--- src/rtl/reset_request_tracker_pkg.sv ---
// Shared types and helpers for the reset request tracker: one-hot state
// encodings and the counter sizing function.
package reset_request_tracker_pkg;

    typedef enum logic [3:0] {
        S_RT_IDLE   = 4'b0001,
        S_RT_SIGNAL = 4'b0010,
        S_RT_WAIT   = 4'b0100,
        S_RT_ACTIVE = 4'b1000
    } rt_state_e;

    // Bits needed to hold values 0..value-1, never less than 1.
    function automatic int clog2s(input int value);
        int bits;
        int rem;
        bits = 0;
        rem  = value - 1;
        while (rem > 0) begin
            bits = bits + 1;
            rem  = rem >> 1;
        end
        return (bits < 1) ? 1 : bits;
    endfunction

endpackage

--- src/rtl/reset_request_tracker_if.sv ---
// Request, monitored stream and reset_controller handshake signals seen by
// the tracker. The tracker uses the slave view; its environment uses master.
interface reset_request_tracker_if;

    logic REQ_RST;
    logic REQ_GRACEFUL;
    logic VALID;
    logic READY;
    logic START_FLAG;
    logic END_FLAG;
    logic DONE_RST;
    logic RST_OUT;
    logic SIGNAL_RST;
    logic WAIT_RST;
    logic NEXT_CYC_RST;
    logic HOLD_START;
    logic BUSY;
    logic TIMEOUT_FLAG;

    modport master (
        output REQ_RST, REQ_GRACEFUL, VALID, READY, START_FLAG, END_FLAG,
        output DONE_RST, RST_OUT,
        input  SIGNAL_RST, WAIT_RST, NEXT_CYC_RST, HOLD_START, BUSY, TIMEOUT_FLAG
    );

    modport slave (
        input  REQ_RST, REQ_GRACEFUL, VALID, READY, START_FLAG, END_FLAG,
        input  DONE_RST, RST_OUT,
        output SIGNAL_RST, WAIT_RST, NEXT_CYC_RST, HOLD_START, BUSY, TIMEOUT_FLAG
    );

endinterface

--- src/rtl/reset_request_tracker_counter.sv ---
// Free-running up counter with an active-high clear; only compiled when
// RESET_TIMEOUT_EN is defined, where it times the tracker's WAIT state.
`ifdef RESET_TIMEOUT_EN
module counter #(
    parameter int C_WIDTH = 8
) (
    input  logic               CLK,
    input  logic               RST_IN,
    input  logic               ENABLE,
    output logic [C_WIDTH-1:0] COUNT
);

    always_ff @(posedge CLK or posedge RST_IN) begin
        if (RST_IN) begin
            COUNT <= '0;
        end else if (ENABLE) begin
            COUNT <= COUNT + 1'b1;
        end
    end

endmodule
`endif

--- src/rtl/reset_request_tracker.sv ---
// Sequences software reset requests into reset_controller so graceful resets
// land between packets. Optional WAIT timeout: define RESET_TIMEOUT_EN.
module reset_request_tracker
    import reset_request_tracker_pkg::*;
#(
    parameter int C_TIMEOUT_CYCLES = 1024
) (
    input  logic                          CLK,
    input  logic                          RST_IN_N,
    reset_request_tracker_if.slave        bus
);

    rt_state_e state_q;
    rt_state_e state_d;
    logic      in_pkt_q;
    logic      graceful_q;
    logic      seen_q;
    logic      timeout_flag_q;
    logic      xfer;
    logic      end_beat;
    logic      in_wait;
    logic      req_accept;
    logic      timeout;
    logic      next_cyc;

    if (C_TIMEOUT_CYCLES < 1) begin : g_param_check
        $error("C_TIMEOUT_CYCLES must be at least 1");
    end

    assign xfer       = bus.VALID & bus.READY;
    assign end_beat   = xfer & bus.END_FLAG;
    assign in_wait    = (state_q == S_RT_WAIT);
    assign req_accept = (state_q == S_RT_IDLE) & bus.REQ_RST;

`ifdef RESET_TIMEOUT_EN
    localparam int CNT_W = clog2s(C_TIMEOUT_CYCLES + 1);

    logic [CNT_W-1:0] wait_count;
    logic             wait_count_clr;

    // Held clear outside WAIT, so the count restarts from 0 on every entry.
    assign wait_count_clr = ~in_wait | ~RST_IN_N;

    counter #(
        .C_WIDTH (CNT_W)
    ) u_wait_counter (
        .CLK    (CLK),
        .RST_IN (wait_count_clr),
        .ENABLE (1'b1),
        .COUNT  (wait_count)
    );

    assign timeout = in_wait & (wait_count == CNT_W'(C_TIMEOUT_CYCLES - 1));
`else
    assign timeout = 1'b0;
`endif

    // Combinational so an end beat in the current cycle already counts.
    assign next_cyc         = in_wait & (~in_pkt_q | end_beat | timeout);
    assign bus.NEXT_CYC_RST = next_cyc;

    // NOTE: every variable assigned in always_comb gets a default first, so
    // no path through the case statement can infer a latch.
    always_comb begin
        state_d        = state_q;
        bus.SIGNAL_RST = 1'b0;
        bus.WAIT_RST   = 1'b0;
        bus.HOLD_START = 1'b0;
        bus.BUSY       = 1'b1;
        case (state_q)
            S_RT_IDLE: begin
                bus.BUSY = 1'b0;
                if (bus.REQ_RST) begin
                    state_d = S_RT_SIGNAL;
                end
            end
            S_RT_SIGNAL: begin
                bus.SIGNAL_RST = 1'b1;
                bus.WAIT_RST   = graceful_q;
                if (bus.DONE_RST) begin
                    state_d = graceful_q ? S_RT_WAIT : S_RT_ACTIVE;
                end
            end
            S_RT_WAIT: begin
                bus.HOLD_START = 1'b1;
                if (next_cyc) begin
                    state_d = S_RT_ACTIVE;
                end
            end
            S_RT_ACTIVE: begin
                bus.HOLD_START = 1'b1;
                if (seen_q & bus.DONE_RST) begin
                    state_d = S_RT_IDLE;
                end
            end
            default: begin
                bus.BUSY = 1'b0;
                state_d  = S_RT_IDLE;
            end
        endcase
    end

    // NOTE: sequential state uses non-blocking assignments so every register
    // samples pre-edge values regardless of process ordering.
    always_ff @(posedge CLK or negedge RST_IN_N) begin
        if (!RST_IN_N) begin
            state_q <= S_RT_IDLE;
        end else begin
            state_q <= state_d;
        end
    end

    // Packet tracking; the clear terms win over a start beat.
    always_ff @(posedge CLK or negedge RST_IN_N) begin
        if (!RST_IN_N) begin
            in_pkt_q <= 1'b0;
        end else if (end_beat | bus.RST_OUT) begin
            in_pkt_q <= 1'b0;
        end else if (xfer & bus.START_FLAG & ~bus.END_FLAG) begin
            in_pkt_q <= 1'b1;
        end
    end

    always_ff @(posedge CLK or negedge RST_IN_N) begin
        if (!RST_IN_N) begin
            graceful_q <= 1'b0;
        end else if (req_accept) begin
            graceful_q <= bus.REQ_GRACEFUL;
        end
    end

    // Remembers that the controller actually asserted its reset, so DONE_RST
    // seen before RST_OUT does not end the ACTIVE phase early.
    always_ff @(posedge CLK or negedge RST_IN_N) begin
        if (!RST_IN_N) begin
            seen_q <= 1'b0;
        end else if (state_q == S_RT_ACTIVE) begin
            if (seen_q & bus.DONE_RST) begin
                seen_q <= 1'b0;
            end else if (bus.RST_OUT) begin
                seen_q <= 1'b1;
            end
        end
    end

`ifdef RESET_TIMEOUT_EN
    always_ff @(posedge CLK or negedge RST_IN_N) begin
        if (!RST_IN_N) begin
            timeout_flag_q <= 1'b0;
        end else if (req_accept) begin
            timeout_flag_q <= 1'b0;
        end else if (timeout) begin
            timeout_flag_q <= 1'b1;
        end
    end
`else
    assign timeout_flag_q = 1'b0;
`endif

    assign bus.TIMEOUT_FLAG = timeout_flag_q;

endmodule

--- src/flat_wrapper.sv ---
// flat-port wrapper written by rule: the top's interface ports become plain ports
module reset_request_tracker_flat import reset_request_tracker_pkg::*;
#(
    parameter int C_TIMEOUT_CYCLES = 1024
)
  (CLK, RST_IN_N, bus_REQ_RST, bus_REQ_GRACEFUL, bus_VALID, bus_READY, bus_START_FLAG, bus_END_FLAG, bus_DONE_RST, bus_RST_OUT, bus_SIGNAL_RST, bus_WAIT_RST, bus_NEXT_CYC_RST, bus_HOLD_START, bus_BUSY, bus_TIMEOUT_FLAG);
  reset_request_tracker_if bus_i ();
  input  logic CLK;
  input  logic RST_IN_N;
  input wire logic [$bits(bus_i.REQ_RST)-1:0] bus_REQ_RST;
  input wire logic [$bits(bus_i.REQ_GRACEFUL)-1:0] bus_REQ_GRACEFUL;
  input wire logic [$bits(bus_i.VALID)-1:0] bus_VALID;
  input wire logic [$bits(bus_i.READY)-1:0] bus_READY;
  input wire logic [$bits(bus_i.START_FLAG)-1:0] bus_START_FLAG;
  input wire logic [$bits(bus_i.END_FLAG)-1:0] bus_END_FLAG;
  input wire logic [$bits(bus_i.DONE_RST)-1:0] bus_DONE_RST;
  input wire logic [$bits(bus_i.RST_OUT)-1:0] bus_RST_OUT;
  output wire logic [$bits(bus_i.SIGNAL_RST)-1:0] bus_SIGNAL_RST;
  output wire logic [$bits(bus_i.WAIT_RST)-1:0] bus_WAIT_RST;
  output wire logic [$bits(bus_i.NEXT_CYC_RST)-1:0] bus_NEXT_CYC_RST;
  output wire logic [$bits(bus_i.HOLD_START)-1:0] bus_HOLD_START;
  output wire logic [$bits(bus_i.BUSY)-1:0] bus_BUSY;
  output wire logic [$bits(bus_i.TIMEOUT_FLAG)-1:0] bus_TIMEOUT_FLAG;
  assign bus_i.REQ_RST = bus_REQ_RST;
  assign bus_i.REQ_GRACEFUL = bus_REQ_GRACEFUL;
  assign bus_i.VALID = bus_VALID;
  assign bus_i.READY = bus_READY;
  assign bus_i.START_FLAG = bus_START_FLAG;
  assign bus_i.END_FLAG = bus_END_FLAG;
  assign bus_i.DONE_RST = bus_DONE_RST;
  assign bus_i.RST_OUT = bus_RST_OUT;
  assign bus_SIGNAL_RST = bus_i.SIGNAL_RST;
  assign bus_WAIT_RST = bus_i.WAIT_RST;
  assign bus_NEXT_CYC_RST = bus_i.NEXT_CYC_RST;
  assign bus_HOLD_START = bus_i.HOLD_START;
  assign bus_BUSY = bus_i.BUSY;
  assign bus_TIMEOUT_FLAG = bus_i.TIMEOUT_FLAG;
  reset_request_tracker #(.C_TIMEOUT_CYCLES(C_TIMEOUT_CYCLES)) u_core (.CLK(CLK), .RST_IN_N(RST_IN_N), .bus(bus_i));
endmodule
--- config.mk ---
export PLATFORM = sky130hd
export DESIGN_NAME = reset_request_tracker_flat
export DESIGN_NICKNAME = d
export VERILOG_FILES = /design/src/rtl/reset_request_tracker_pkg.sv /design/src/rtl/reset_request_tracker_if.sv /design/src/rtl/reset_request_tracker_counter.sv /design/src/rtl/reset_request_tracker.sv /design/src/flat_wrapper.sv
export SDC_FILE = /design/constraint.sdc
export NUM_CORES = 1
export LEC_CHECK = 0
export ABC_AREA = 1
export BUFFER_PORTS_ARGS = -buffer_cell sky130_fd_sc_hd__buf_2
export CORE_AREA = 2 2 39 41
export DETAILED_ROUTE_END_ITERATION = 6
export DIE_AREA = 0 0 41 43
export PLACE_DENSITY = 0.62
export SLEW_MARGIN = 40
export SYNTH_ARGS = -nofsm -noshare
export SYNTH_HDL_FRONTEND = slang
export SYNTH_HIERARCHICAL = 1
export SYNTH_SLANG_ARGS = --single-unit
--- constraint.sdc ---
create_clock -name CLK -period 1.2 [get_ports CLK]
set_input_delay 0.06 -clock CLK [delete_from_list [all_inputs] [get_ports CLK]]
set_output_delay 0.06 -clock CLK [all_outputs]
set_load 0.1 [all_outputs]
# [Yosys cells after proc, flatten, opt, wreduce, memory -nomap -nowiden]
# Cells that the tools add are included.
[word_totals] out_inout_bits=6 ff_bits=7 wordCells=43 in_bits=10
[op_classes] bitwise=11 n_eq_ne=8 reduce_logical=6 mux=14
[op_table] op="$mux 4" count=5
[op_table] op="$pmux 4 s4" count=1
[op_table] op="$mux 1" count=8
[op_table] op="$and 1x1->1" count=7
[op_table] op="$ne 2x2->1 const B" count=3
[op_table] op="$eq 4x1->1 const B" count=1
[op_table] op="$eq 4x2->1 const B" count=1
[op_table] op="$eq 4x3->1 const B" count=1
[op_table] op="$eq 4x4->1 const B" count=1
[op_table] op="$reduce_and 4->1" count=1
[op_table] op="$reduce_bool 2->1" count=2
[op_table] op="$reduce_or 3->1" count=1
[op_table] op="$ne 2x1->1 const B" count=1
[op_table] op="$not 1->1" count=2
[op_table] op="$or 1x1->1" count=2
[op_table] op="$reduce_and 2->1" count=1
[op_table] op="$reduce_or 2->1" count=1

# [Depth between registers and ports, before layout]
# Gate-level depths: netlist of run 1.
[logic_depth] ltp_word=6 mapped_depth=7

# [Worst setup path before layout of run 1]
# No wires, ideal clock.
[synth_path] kind="register to register" from="register u_core.state_q[2]" to="register u_core.state_q[2]" path_slack_ns=-0.545 path_stages_with_launch=6 synth_period_minus_slack_ns=1.745 t_required_ns=1.131 arrival_ns=1.676 cell_sequence="dfrtp_1 -> nor2_2 -> nand2_2 -> nor2_2 -> nand3_1 -> nand2_1"
[synth_via] elab_chain_cells=4 word_cells_on_any_way=11 cone_classes="eq/ne (8); mux (1); bitwise (1); reduce/logical (1)"
[synth_rtl] item="start: declaration" line_no="reset_request_tracker.sv:13" rtl="rt_state_e state_q;"
[synth_rtl] item="start signal: assignment" line_no="reset_request_tracker.sv:109" rtl="state_q <= state_d;"
[synth_rtl] item="$eq 4x3->1" line_no="reset_request_tracker.sv:32, reset_request_tracker.sv:70"
[synth_rtl] item="$and 1x1->1" line_no="reset_request_tracker.sv:59" rtl="assign next_cyc = in_wait & (~in_pkt_q | end_beat | timeout);"
[synth_rtl] item="$ne 2x2->1 (no source line)"
[synth_rtl] item="$reduce_and 4->1 (no source line)"
# Several ways; a longest one is shown, not always the timed one.
# A chain may end at the register's enable or synchronous reset.

# [Worst setup path after layout of run 1]
[layout_path] from="register u_core.state_q[3]" to="output bus_WAIT_RST"
[layout_via] elab_chain_cells=2
[layout_rtl] item="$eq 4x2->1" line_no="reset_request_tracker.sv:70" rtl="case (state_q)"
[layout_rtl] item="$mux 1" line_no="reset_request_tracker.sv:70"
[layout_rtl] item="end: declaration" line_no="flat_wrapper.sv:19" rtl="output wire logic [$bits(bus_i.WAIT_RST)-1:0] bus_WAIT_RST;"
# No other way between the ends.

==> results of run 1 <==
what timing repair did:
action | 4_1_cts | 5_1_grt
endpoints found under the setup margin | 5 | 10
gates resized for setup | 13 | 11
pin swaps | 5 | 6
setup buffers | 3 | 3
hold endpoints to repair | 7 | 0
hold buffers | 1 | 0
cell usage in the layout, fill, tap and decap left out, types with 2 or more instances in the layout:
cell and n:
nor2_4 7, dfrtp_1 3, nand2_4 4, buf_2 9, nor2_1 3, a21oi_1 2
o21ai_1 3, buf_4 4, clkbuf_4 3, buf_12 5, nand2_1 11, inv_1 11
nand3_1 6, buf_6 2, nor2_2 3, inv_2 2, dfrtp_2 3, nand3_2 2
through the flow:
step | setup WS (ps) | hold WS (ps) | instances | util, % | setup TNS, ps
after floorplan | -227 | -236 | 67 | - | -431
after global placement | 40.7 | -99.7 | 96 | 45.8 | 0
after detailed placement | 28.0 | -97.6 | 96 | 45.8 | 0
after CTS | -136 | 48.0 | 104 | 53.8 | -851
after global routing | -212 | 60.8 | 107 | 57.5 | -1430
final | -140 | 56.1 | 107 | 57.5 | -715
final timing paths:
| kind | from | slack (ps) | to | cells past startpoint |
|---|---|---|---|---|
| hold reg to reg | u_core/seen_q | 490 | u_core/seen_q | 2 |
| setup reg to reg | u_core/state_q[1] | -50 | u_core/state_q[2] | 7 |
| max in group asynchronous | RST_IN_N | 810 | u_core/state_q[0] | 2 |
| hold / removal | bus_REQ_RST | 60 | u_core/state_q[1] | 3 |
| setup / recovery | u_core/state_q[3] | -140 | bus_WAIT_RST | 4 |
| min in group asynchronous | RST_IN_N | 170 | u_core/graceful_q | 2 |
registers in the layout, summed over array words and instances (netlist names):
signal / cells
u_core/in_pkt_q: 1
u_core/seen_q: 1
u_core/state_q: 4
u_core/graceful_q: 1
metal layers:
layer / share of wire, % / global-route usage [%] / wire, um / up-vias
met4: 3.2 / 12.0 / 34 / 0
met2: 56 / 23.1 / 592 / 9
met5: 0 / 0 / 0 / -
met1: 38 / 17.3 / 402 / 211
met3: 2.9 / 3.66 / 31 / 5
li1: - / - / - / 251
power groups by stage:
stage                     Sequential [uW]  Combinational (uW)  Clock, uW
after floorplan                       393                 791          0
after global placement                400                1090          0
after detailed placement              401                1100          0
after CTS                             428                1230        222
after global routing                  460                1420        239
final                                 446                1320        211
final cells by class:
class | count | share of cell area [%]
flip-flops and latches | 7 | 22.6
inverters | 14 | 7.08
well taps | 16 | 2.52
repair buffers | 21 | 26.1
multi-input cells | 45 | 38.4
clock buffers | 4 | 3.30
worst register-to-register path, stage by stage, from the launching register on:
cell and delay (ps):
dfrtp_2 440, nor2_4 190, nand2_4 120, buf_6 140, nor2_4 100, nor2_2 50, nand3_1 60, nand2_1 50
cell families (layout without fill, tap and decap cells):
kind of cell | Yosys count | in the layout | synth area share, %
simple gates | 39 | 39 | 42.2
flops | 7 | 7 | 38.4
compound gates | 5 | 5 | 5.45
other cells | 1 | 1 | 0.817
buf+inv | 15 | 39 | 13.1
==> flow_metrics.py, run 1 <==
metrics = {
    "synth": {
        "syn-num-nets": 77,
        "ys_ff_latch": 7,
        "yosysTopAreaCell": "dfrtp_1",
        "ys_seq_area_share_pct": 38.4,
        "synth_cells": 67,
        "synthDistinctLibCells": 15,
        "synth_top_area_share_pct": 32.7,
        "ys.flop_type": "dfrtp_1",
        "syn_area_per_cell_sq_um": 6.85,
        "synthArstFlopShare_pct": 100,
        "ys_warn_count": 6,
        "synth_area_leaders": "dfrtp_1 (33%), inv_1 (11%), nand2_1 (11%)",
        "synth_most_common_cell": "inv_1",
        "syn_area_sq_um": 459,
        "synth_edf_count": 0,
        "synth_commonest_cells": "inv_1 (14), nand2_1 (13), nand3_1 (9)",
    },
    "timing": {
        "period_needed_ps": 1340,
        "rsz0062_at_grt": "true",
        "slew_violations": 0,
        "fin_crit_sh_pct": 112,
        "worst_slack_ps": -140,
        "setup_viol": 9,
        "worst_clock_skew_ps": 0.899,
        "final-hold-violation-count": 0,
        "fmax_ghz": 0.746,
    },
    "finish": {
        "antenna_cells": 0,
        "nFillCells": 124,
        "syn2layout_area_growth_pct": 73.3,
        "regArea_sq_um": 180,
        "drive_gt1_share_pct": 53.8,
        "fin_nets": 102,
        "stdcell_area_sq_um": 796,
        "multi_input_area_sq_um": 305,
    },
    "global_route": {
        "grt_pass1_vias": 453,
        "grt.overflow.total": 0,
        "grt_max_degree": 8,
        "grt_pass1_wl_um": 1770,
        "track_usage_pct": 15.3,
        "antenna_found_initial": 0,
    },
    "clocking": {
        "clkTransAtPathRegs_ps": 50,
        "htreeDepth": 1,
        "clockRootBuffer": "clkbuf_4",
        "clk_path_buf_depth": 2,
        "cts_tree": "yes",
        "cts_sinks": 7,
        "cts_made_buffers": 3,
        "clk_latency_ps": 250,
    },
    "critical_path": {
        "critPathArrivalTime_ps": 1280,
        "path_common_cell": "nor2_4",
        "cp_cell_sequence": "nor2_4 > nand2_4 > nor2_4 > buf_12",
        "cp_max_fo": 5,
        "critical_path_class": "reg2out",
        "endpoint_kind": "primary output",
        "worst_ep_required_time_ps": 1140,
        "critPathMaxStageDelay_ps": 440,
        "worstSetupStartpointType": "flop",
        "slowest_stage": "dfrtp_2",
        "cp_top_family": "flip-flops",
        "cp_num_buf_inv": 1,
    },
    "pwr": {
        "power.density_mw_per_mm2": 2480,
        "combPwrFrac_pct": 66.7,
        "switching_share_pct": 51.6,
        "power.total_uw": 1980,
        "p_leak_uw": 0.000421,
        "ir_drop_uv": 1150,
        "p_seq_share_pct": 22.6,
        "internal_power_uw": 956,
        "power_frac_clock_pct": 10.7,
        "power_switching_uw": 1020,
    },
    "die": {
        "die_area_sq_mm": 0.00176,
        "rows": 14,
        "initial_core_util_pct": 33.2,
        "die_h_um": 43,
        "pin_count": 16,
        "die_x_um": 41,
        "core_area_sq_mm": 0.00138,
    },
    "routing": {
        "totalWireLength_um": 1060,
        "drtIter0Drc": 0,
        "wl_per_cell_um": 9.91,
        "firstDrtPassIters": 1,
        "viasPerCell": 4.45,
        "vias": 476,
        "drc": 0,
        "ant_nets": 0,
    },
    "job": {
        "max-cap-violations": 0,
    },
    "placement": {
        "place_area_sq_um": 633,
        "io_buffer_count": 14,
        "dp_hpwl_um": 727,
        "gp_congestion": 0.844,
    },
    "outcome": {
        "violations": "setup timing",
        "outcome": "finished with violations",
    },
    "hold_path": {
        "min_path_type": "in2reg",
    },
}
(Power assumes the default switching activity.)
==> run 2: changes to the inputs <==
- SYNTH_HIERARCHICAL: 1 -> default
==> run 2 against run 1 <==
Net effect: the run still ends with setup timing left; cell area increased by 2.8%; combinational power increased by 12%; global-route usage increased by 0.95 points; sequential share of layout area decreased by 0.93 points; largest power group unchanged; clock power about the same; count of clock-buffer cells in the layout unchanged; clock skew increased by 1.9 ps.
==> flow_metrics.py, run 2 <==
metrics = {
    "outcome": {
        "outcome": "finished with violations",
        "violations": "setup timing",
    },
    "routing": {
        "drtIter0Drc": 9,
        "ant_nets": 0,
        "drc": 0,
        "firstDrtPassIters": 4,
        "wl_per_cell_um": 10.4,
        "viasPerCell": 4.54,
        "totalWireLength_um": 1120,
        "vias": 486,
    },
    "clocking": {
        "cts_sinks": 7,
        "cts_made_buffers": 3,
        "clkTransAtPathRegs_ps": 50,
        "clk_path_buf_depth": 2,
        "cts_tree": "yes",
        "clockRootBuffer": "clkbuf_4",
        "htreeDepth": 1,
        "clk_latency_ps": 250,
    },
    "finish": {
        "drive_gt1_share_pct": 58.2,
        "syn2layout_area_growth_pct": 79.2,
        "antenna_cells": 0,
        "mostFrequentLayoutCells": "inv_1 (11), nand2_1 (9), buf_2 (9)",
        "final_common_cell": "inv_1",
        "nFillCells": 122,
        "largest_reg_flops": 4,
        "top_register": "u_core.state_q",
        "fin_nets": 102,
    },
    "critical_path": {
        "cp_cell_sequence": "nor2_4 > nand2_4 > nand3_4 > buf_12",
        "cp_top_family": "flip-flops",
        "critical_path_class": "reg2out",
        "worst_ep_required_time_ps": 1140,
        "cp_num_buf_inv": 1,
        "slowest_stage": "dfstp_2",
        "rrSetupSlack_ps": -80,
        "cp_max_fo": 4,
        "critPathArrivalTime_ps": 1270,
        "worstSetupStartpointType": "flop",
        "critPathMaxStageDelay_ps": 600,
        "endpoint_kind": "primary output",
    },
    "die": {
        "rows": 14,
        "pin_count": 16,
        "core_area_sq_mm": 0.00138,
        "die_h_um": 43,
        "initial_core_util_pct": 33.0,
        "die_x_um": 41,
        "die_area_sq_mm": 0.00176,
    },
    "timing": {
        "fmax_ghz": 0.750,
        "fin_crit_sh_pct": 111,
        "worst_slack_ps": -133,
        "setup_viol": 10,
        "slew_violations": 0,
        "rsz0062_at_grt": "true",
        "worst_clock_skew_ps": 2.80,
        "hold_ws_ps": 49.2,
        "final-hold-violation-count": 0,
        "setup_tns_ps": -926,
        "period_needed_ps": 1330,
    },
    "pwr": {
        "p_leak_uw": 0.000430,
        "power.density_mw_per_mm2": 2600,
        "ir_drop_uv": 1150,
    },
    "hold_path": {
        "min_path_type": "in2reg",
    },
    "synth": {
        "synth_top_area_share_pct": 32.9,
        "ys_ff_latch": 7,
        "synth_most_common_cell": "inv_1",
        "synth_edf_count": 0,
        "syn_area_sq_um": 457,
        "synth_area_leaders": "dfrtp_1 (33%), inv_1 (12%), nor2_2 (11%)",
        "ys_warn_count": 0,
        "synth_commonest_cells": "inv_1 (15), nand2_1 (11), nand3_1 (9)",
        "synth_cells": 66,
        "ys_seq_area_share_pct": 38.6,
        "yosysTopAreaCell": "dfrtp_1",
        "syn_area_per_cell_sq_um": 6.92,
        "ys.flop_type": "dfrtp_1",
        "synthArstFlopShare_pct": 100,
        "syn-num-nets": 76,
        "synthDistinctLibCells": 14,
    },
    "global_route": {
        "track_usage_pct": 16.3,
        "grt.overflow.total": 0,
        "grt_pass1_wl_um": 1890,
        "antenna_found_initial": 0,
        "grt_max_degree": 8,
        "grt_pass1_vias": 427,
    },
    "placement": {
        "io_buffer_count": 14,
        "dp_slack_ps": -1.64,
        "gp_congestion": 0.779,
        "dp_hpwl_um": 750,
    },
    "job": {
        "max-cap-violations": 0,
    },
}
-- run 2: kinds of logic after synthesis --
family,count (synthesis),synth area share [%]
buf+inv,16,14.0
flops,7,38.6
other cells,1,0.821
compound gates,5,5.48
simple gates,37,41.1
-- run 2: area by class of cell --
cell class	instances	area, sq um	share of cell area (%)
Tap cell	16	20.0	2.45
Clock buffer	4	26.3	3.21
Timing Repair Buffer	22	219	26.8
Multi-Input combinational cell	43	315	38.5
Inverter	15	60.1	7.34
Sequential cell	7	178	21.7
-- run 2: tightest hold or removal path, delay by kind of cell --
kind	cells	cell delay [ps]
AND/OR/NAND/NOR	2	110
buffers and inverters	1	90
-- run 2: metal layers --
metal / global-route usage (%) / share of wire (%)
met5: 0 / 0
met4: 10.0 / 0.90
met3: 3.14 / 3.3
met2: 21.9 / 53
met1: 23.2 / 43
-- run 2: through the flow --
step                      instance area (sq um)  utilization, %  power (uW)  std cells
after global routing                        818            59.1        2280        107
after floorplan                             478               -        1200         66
after global placement                      636            45.9        1520         95
after detailed placement                    636            45.9        1530         95
after CTS                                   751            54.2        1910        104
final                                       818            59.1        2130        107
-- run 2: timing repair --
item | 4_1_cts | 5_1_grt
setup buffers | 4 | 3
pin swaps | 5 | 11
hold buffers | 1 | 0
endpoints found under the setup margin | 6 | 10
gates cloned | 0 | 0
resized for setup | 10 | 16
hold endpoints to repair | 7 | 0
-- run 2: report_power, final --
group	switching, uW	leakage, uW	internal, uW
logic	900	0.000329	575
clock network	84.4	0.0000150	127
registers	102	0.0000856	340
-- run 2: worst paths after layout --
check	from	to	depth (start not counted)
min	bus_REQ_RST	u_core.state_q[1]	3
min reg2reg	u_core.seen_q	u_core.seen_q	2
min in group asynchronous	RST_IN_N	u_core.state_q[2]	2
max	u_core.state_q[0]	bus_BUSY	4
max reg2reg	u_core.state_q[1]	u_core.state_q[2]	7
max in group asynchronous	RST_IN_N	u_core.state_q[0]	2
==> run 3: changes to the inputs <==
- PLACE_DENSITY: 0.62 -> 0.59
- clock period: 1.2 -> 1.65 ns (I/O delays scaled with it)
==> run 3 against run 2 <==
Net effect: the flow now finishes without violations; sequential power decreased by 32%; sequential share of layout area increased by 8.4 points; sequential cell count unchanged; cell area decreased by 28%; first-iteration DRC count decreased by 67%; total power decreased by 47%; setup slack improved by 240 ps; count of clock-buffer cells in the layout unchanged.
==> flow_metrics.py, run 3 (synthesized netlist as in run 2, its figures left out) <==
metrics = {
    "critical_path": {
        "worst_ep_required_time_ps": 1570,
        "critPathMaxStageDelay_ps": 410,
        "endpoint_kind": "primary output",
        "slowest_stage": "buf_2",
        "cp_max_fo": 5,
        "worstSetupStartpointType": "flop",
        "critical_path_class": "reg2out",
        "cp_cell_sequence": "nor2_2 > nand2_2 > inv_1 > buf_2",
        "cp-startpoint": "u_core.state_q[3]",
        "critPathArrivalTime_ps": 1460,
        "reg2reg_from": "u_core.state_q[1]",
    },
    "routing": {
        "drc": 0,
        "firstDrtPassIters": 4,
        "viasPerCell": 4.32,
        "drtIter0Drc": 3,
        "totalWireLength_um": 825,
        "ant_nets": 0,
        "vias": 432,
        "wl_per_cell_um": 8.25,
    },
    "clocking": {
        "cts_setup_buffers": 0,
        "clk_latency_ps": 250,
        "clkTransAtPathRegs_ps": 50,
        "cts_made_buffers": 3,
        "cts_tree": "yes",
        "htreeDepth": 1,
        "clockRootBuffer": "clkbuf_4",
        "cts_sinks": 7,
        "clk_path_buf_depth": 2,
    },
    "placement": {
        "placedCellCount": 95,
        "gp_congestion": 0.766,
        "io_buffer_count": 14,
        "dp_hpwl_um": 702,
    },
    "global_route": {
        "track_usage_pct": 12.9,
        "grt_pass1_vias": 373,
        "grt.overflow.total": 0,
        "grt_max_degree": 8,
        "antenna_found_initial": 0,
        "grt_pass1_wl_um": 1490,
    },
    "job": {
        "max-cap-violations": 0,
    },
    "timing": {
        "setup_tns_ps": 0,
        "period_needed_ps": 1540,
        "slew_violations": 0,
        "fmax_ghz": 0.648,
        "hold_ws_ps": 79.7,
        "worst_clock_skew_ps": 1.25,
        "setup_viol": 0,
        "fin_crit_sh_pct": 93.5,
        "final-hold-violation-count": 0,
        "rsz0062_at_grt": "false",
    },
    "outcome": {
        "outcome": "finished clean",
    },
    "die": {
        "die_h_um": 43,
        "initial_core_util_pct": 33.0,
        "core_area_sq_mm": 0.00138,
        "rows": 14,
        "die_area_sq_mm": 0.00176,
        "pin_count": 16,
        "die_x_um": 41,
    },
    "hold_path": {
        "min_path_type": "in2reg",
        "hp-start": "bus_REQ_RST",
    },
    "finish": {
        "final_cells": 100,
        "drive_gt1_share_pct": 36.9,
        "top_register": "u_core.state_q",
        "final_util_pct": 42.3,
        "largest_reg_flops": 4,
        "regArea_sq_um": 176,
        "fin_nets": 95,
        "multi_input_area_sq_um": 221,
        "antenna_cells": 0,
        "final_common_cell": "inv_1",
        "mostFrequentLayoutCells": "inv_1 (15), buf_2 (12), nand2_1 (11)",
        "nFillCells": 145,
        "syn2layout_area_growth_pct": 28.2,
    },
    "pwr": {
        "ir_drop_uv": 918,
        "p_leak_uw": 0.000349,
        "power.density_mw_per_mm2": 1910,
    },
}
==> run 3: final cells by class <==
class                   instances  share of cell area [%]
multi-input cells              43                    37.8
flip-flops and latches          7                    30.1
repair buffers                 15                    14.5
inverters                      15                    9.62
clock buffers                   4                    4.49
well taps                      16                    3.42
==> run 3: where the power goes <==
group / leakage [uW] / internal [uW] / total [uW] / switching (uW)
Sequential: 0.0000872 / 245 / 300 / 54.4
Clock: 0.0000150 / 92.3 / 155 / 62.7
Combinational: 0.000246 / 156 / 663 / 506
Total: 0.000349 / 494 / 1120 / 623
==> run 3: layer usage <==
metal  wire length [um]  part of all wire (%)  up-vias  GRT usage, %
met5                  0                     0        -             0
li1                   -                     -      234             -
met2                377                    46        8          15.0
met1                409                    50      188          19.2
met4                  9                   1.1        0          12.0
met3                 28                   3.4        2          1.57
==> run 3: worst max-delay path, delay by kind of cell (launching register included) <==
kind / cells / cell delay [ps]
AND/OR/NAND/NOR: 2 / 330
flip-flops: 1 / 400
buffers and inverters: 2 / 470
==> run 3: metrics by stage <==
step	setup slack, ps	cell area (sq um)	power, uW
6_report	107	586	1120
5_1_grt	5.98	586	1210
4_1_cts	32.3	581	1120
3_5_place_dp	324	544	958
3_3_place_gp	305	544	961
2_1_floorplan	114	462	861
==> run 3: path summary, 6_finish.rpt <==
path | end | slack [ps] | cells after the start
min | u_core.state_q[1] | 80 | 3
max in group asynchronous | u_core.state_q[0] | 1230 | 2
min in group asynchronous | u_core.state_q[3] | 190 | 2
max | bus_SIGNAL_RST | 110 | 4
max reg2reg | u_core.state_q[2] | 500 | 6
min reg2reg | u_core.in_pkt_q | 510 | 2
==> run 3: what timing repair did <==
| action | 4_1_cts | 5_1_grt |
|---|---|---|
| hold buffers | 1 | 0 |
| endpoints found under the setup margin | 0 | 2 |
| gates resized for setup | 0 | 2 |
| hold endpoints to repair | 7 | 0 |
